<file path="src/rtl/mix_normalizer.sv">
// mix_normalizer: averages the mixer sum over the active-channel count with a bit-serial restoring divider.
module mix_normalizer #(
  parameter int SUM_W = 12,
  parameter int CNT_W = 4,
  parameter int OUT_W = 8
) (
  input  logic             clk,
  input  logic             nrst,
  input  logic [SUM_W-1:0] mix_sum,
  input  logic [CNT_W-1:0] num_signals,
  input  logic             in_valid,
  output logic             in_ready,
  output logic [OUT_W-1:0] sample_norm,
  output logic             out_valid,
  input  logic             out_ready,
  output logic             busy
);
  localparam int CW = $clog2(SUM_W);
  localparam logic [CW-1:0] LAST = CW'(SUM_W - 1);
  typedef enum logic [1:0] {IDLE, DIVIDE, DONE} state_t;
  state_t state;
  logic [SUM_W-1:0] dividend, quotient, quo_nx;
  logic [CNT_W-1:0] divisor;
  logic [CNT_W:0] remainder, rem_sh, rem_nx;
  logic [CW-1:0] count;
  logic ge, sat;
  assign rem_sh = {remainder[CNT_W-1:0], dividend[SUM_W-1]};
  assign ge = rem_sh >= {1'b0, divisor};
  assign rem_nx = ge ? rem_sh - {1'b0, divisor} : rem_sh;
  assign quo_nx = {quotient[SUM_W-2:0], ge};
  assign sat = |quo_nx[SUM_W-1:OUT_W];
  always_ff @(posedge clk) begin
    if (!nrst) begin
      state <= IDLE;
      in_ready <= 1'b1;
      busy <= 1'b0;
      out_valid <= 1'b0;
      sample_norm <= '0;
      dividend <= '0;
      divisor <= '0;
      remainder <= '0;
      quotient <= '0;
      count <= '0;
    end else begin
      case (state)
        IDLE: if (in_valid) begin
          dividend <= mix_sum;
          divisor <= num_signals;
          remainder <= '0;
          quotient <= '0;
          count <= '0;
          in_ready <= 1'b0;
          if (num_signals == '0) begin
            state <= DONE;
            out_valid <= 1'b1;
            sample_norm <= '0;
          end else begin
            state <= DIVIDE;
            busy <= 1'b1;
          end
        end
        DIVIDE: begin
          remainder <= rem_nx;
          quotient <= quo_nx;
          dividend <= {dividend[SUM_W-2:0], 1'b0};
          count <= count + 1'b1;
          if (count == LAST) begin
            state <= DONE;
            busy <= 1'b0;
            out_valid <= 1'b1;
            sample_norm <= sat ? '1 : quo_nx[OUT_W-1:0];
          end
        end
        DONE: if (out_ready) begin
          state <= IDLE;
          out_valid <= 1'b0;
          in_ready <= 1'b1;
        end
        default: state <= IDLE;
      endcase
    end
  end
endmodule

</file>
<file path="config.mk">
export PLATFORM = sky130hd
export DESIGN_NAME = mix_normalizer
export DESIGN_NICKNAME = d
export VERILOG_FILES = /design/src/rtl/mix_normalizer.sv
export SDC_FILE = /design/constraint.sdc
export NUM_CORES = 1
export LEC_CHECK = 0
export CORE_UTILIZATION = 54
export DETAILED_ROUTE_END_ITERATION = 16
export GPL_TIMING_DRIVEN = 0
export PLACE_DENSITY = 0.79
export SYNTH_ARGS = -nofsm -noshare
export SYNTH_HDL_FRONTEND = slang
export SYNTH_SLANG_ARGS = --single-unit
</file>
<file path="constraint.sdc">
create_clock -name clk -period 2.2 [get_ports clk]
set_input_delay 0.44 -clock clk [delete_from_list [all_inputs] [get_ports clk]]
set_output_delay 0.44 -clock clk [all_outputs]
set_load 0.03 [all_outputs]
</file>
==> impl_metrics.py <==
metrics = {
    "yosys": {
        "syn-num-nets": 296,
        "yosys.area.top_type_share_pct": 43.2,
        "synth_edf_count": 0,
        "synth_warnings": 0,
        "synth-seq-cells": 48,
        "yosysTopAreaCell": "dfxtp_1",
        "async_flop_share_pct": 0,
        "ys_top_cells_by_area": "dfxtp_1 43%, nand2_1 7.6%, a21oi_1 6.7%, o21ai_0 6.7%, nand3_1 3.4%",
        "syn-cell-area_um2": 2230,
        "syn_avg_cell_area_um2": 8.24,
        "synthCells": 270,
        "synth_ff_type": "dfxtp_1",
        "ys_seq_area_share_pct": 43.2,
        "synthDistinctLibCells": 49,
    },
    "critical_path": {
        "cpMaxStageDelayCell": "a21oi_1",
        "worstReg2RegEnd": "sample_norm[0]",
        "crit_arrival_ns": 2.14,
        "end_kind": "flop",
        "crit_fanout": 8,
        "crit_path_start": "divisor[2]",
        "crit_path_start_kind": "flop",
        "reg2reg_slack_ns": 0.25,
        "cp_slowest_stage_delay_ns": 0.46,
        "r2r_start": "divisor[2]",
        "r2r_cells": 6,
        "crit_chain": "inv_1 > ha_1 > or2_2 > a21oi_1 > o21bai_1 > o2bb2ai_1",
        "criticalPathCategory": "reg -> reg",
        "required_ns": 2.39,
    },
    "route": {
        "ant_nets": 0,
        "vias_per_cell": 5.77,
        "wl_um": 5050,
        "firstDrtPassIters": 4,
        "drt_iter0_markers": 183,
        "wl_per_cell_um": 14.2,
        "num_vias": 2048,
        "drcViolationCount": 0,
    },
    "timing": {
        "maxSlewViolCount": 0,
        "finalWorstSetupSlack_ns": 0.253,
        "rsz0062_at_grt": "false",
        "relSlewSlack_pct": 64.7,
        "worstMarginPinSlew_ns": 0.529,
        "hold_viol_final": 0,
        "layout_worst_path_cycle_share_pct": 88.5,
        "setup_viol": 0,
        "finalClockSkew_ns": 0.00629,
        "timing.fmax_ghz": 0.514,
        "fin_tns_setup_ns": 0,
        "min_period_ns": 1.95,
    },
    "placement": {
        "gp_congestion": 0.848,
        "portBuffers": 30,
        "dpl_worst_slack_ns": 0.0340,
        "hpwl_um": 3590,
    },
    "cells_and_area": {
        "drive_above_1_share_pct": 7.17,
        "fill_cells": 304,
        "layout_common_cells": "48 x dfxtp_1, 45 x nand2_1, 30 x a21oi_1, 30 x o21ai_0, 30 x clkdlybuf4s50_1",
        "fin_nets": 333,
        "insertedDiodeCount": 0,
        "layout_commonest_cell": "dfxtp_1",
        "syn2layout_area_growth_pct": 22.0,
    },
    "global_route": {
        "grt_pass1_vias": 1839,
        "grt_pass1_wl_um": 8260,
        "antenna_found_initial": 0,
        "track_usage_pct": 24.9,
        "grt-ovfl-total": 0,
        "grt_max_degree": 15,
    },
    "pwr": {
        "leakage_nw": 0.965,
        "fin_total_pwr_mw": 2.05,
        "power_density_nw_per_um2": 756,
        "ir_worst_vdd_mv": 0.631,
    },
    "clocking": {
        "cts_tree": "done",
        "post_cts_buffers": 0,
        "clk_latency_ns": 0.30,
        "cts_resized": 0,
        "cts_root_buf": "clkbuf_8",
        "cts_max_level": 2,
        "clockBufferDepth": 2,
        "clk_pin_slew_worst_paths_ns": 0.09,
        "clkSinkCount": 48,
        "cts_made_buffers": 5,
        "postCtsHoldBufs": 0,
    },
    "hold_path": {
        "min_to": "sample_norm[2]",
        "holdCritPathClass": "reg -> reg",
        "min_path_cells": 2,
        "min_from": "sample_norm[2]",
    },
    "job": {
        "drv_cap": 0,
    },
    "floorplanning": {
        "dieHeight_um": 66.2,
        "die-area_um2": 4380,
        "core_um2": 3800,
        "start_util_pct": 58.6,
        "io_pins": 31,
        "die_w_um": 66.2,
        "row_count": 22,
    },
    "run_status": {
        "status": "completed",
    },
}
## worst max-delay path by stage
stage	to	slack, ns
global route	sample_norm[0]	0.16
CTS	sample_norm[0]	0.28
finish	sample_norm[0]	0.25
detailed placement	sample_norm[2]	0.03
floorplan	remainder[3]	0.52
global placement	sample_norm[7]	0.06
## where the power goes
group	switching (mW)	total (mW)	internal (mW)
sequential	0.0290	0.948	0.919
combinational	0.214	0.363	0.148
clock	0.294	0.741	0.447
total	0.537	2.05	1.51
## per-layer routing
layer	vias up	GRT usage [%]	share of wire, %
met5	-	0	0
met4	0	9.04	1.7
met3	10	4.66	4.3
met2	44	40.6	48
met1	974	32.6	46
li1	1020	-	-
## sequential cells by signal, summed over array words and instances, names as in the netlist
| signal | cells |
|---|---|
| dividend | 12 |
| quotient | 11 |
| sample_norm | 8 |
| count | 4 |
| divisor | 4 |
| remainder | 4 |
| state | 2 |
| busy | 1 |
| in_ready | 1 |
| out_valid | 1 |
## cells by family (layout without fill, tap and decap cells)
group / after synthesis / after routing / synth area share [%]
flip-flops: 48 / 48 / 43.2
buffers and inverters: 23 / 60 / 4.27
multiplexers: 8 / 8 / 3.65
adder cells (fa/ha/maj): 6 / 6 / 3.71
XOR/XNOR: 2 / 2 / 0.787
AND/OR/NAND/NOR: 101 / 101 / 21.4
AO/OA/AOI/OAI: 82 / 82 / 23.0
## stage by stage
step | utilization, % | instance area [um2] | hold WS [ns] | std cells
after floorplan | - | 2230 | 0.436 | 270
after global placement | 68.1 | 2590 | 0.444 | 348
after detailed placement | 68.1 | 2590 | 0.452 | 348
after CTS | 71.5 | 2720 | 0.464 | 355
after global routing | 71.5 | 2720 | 0.475 | 355
final | 71.5 | 2720 | 0.459 | 355
## critical path, delay by kind of cell, from the launching register on
kind / cells / cell delay [ns]
compound gates: 3 / 0.77
flops: 1 / 0.35
simple gates: 1 / 0.31
fa+ha+maj: 1 / 0.36
buf+inv: 1 / 0.05
## final cells by class
class | instances | area [um2] | area share [%]
flip-flops and latches | 48 | 961 | 35.4
well taps | 48 | 60.1 | 2.21
plain buffers | 15 | 65.1 | 2.40
clock buffers | 5 | 68.8 | 2.53
multi-input cells | 199 | 1170 | 43.1
inverters | 8 | 30.0 | 1.11
clock inverters | 2 | 60.1 | 2.21
repair buffers | 30 | 300 | 11.1
## synth_stat cells (2+ instances only)
cell type	number
a21oi_1	30
xor2_1	2
nor2b_1	2
o21ai_0	30
clkbuf_1	11
or4_1	3
nand2b_1	3
ha_1	5
o211ai_1	3
a211oi_1	2
nand3_1	15
buf_4	2
mux2i_1	7
dfxtp_1	48
nor3_1	2
inv_2	2
nand3b_1	2
a22oi_1	2
nand2_1	45
inv_1	6
nor2_1	20
No activity file was read; power rests on OpenSTA's default activity.
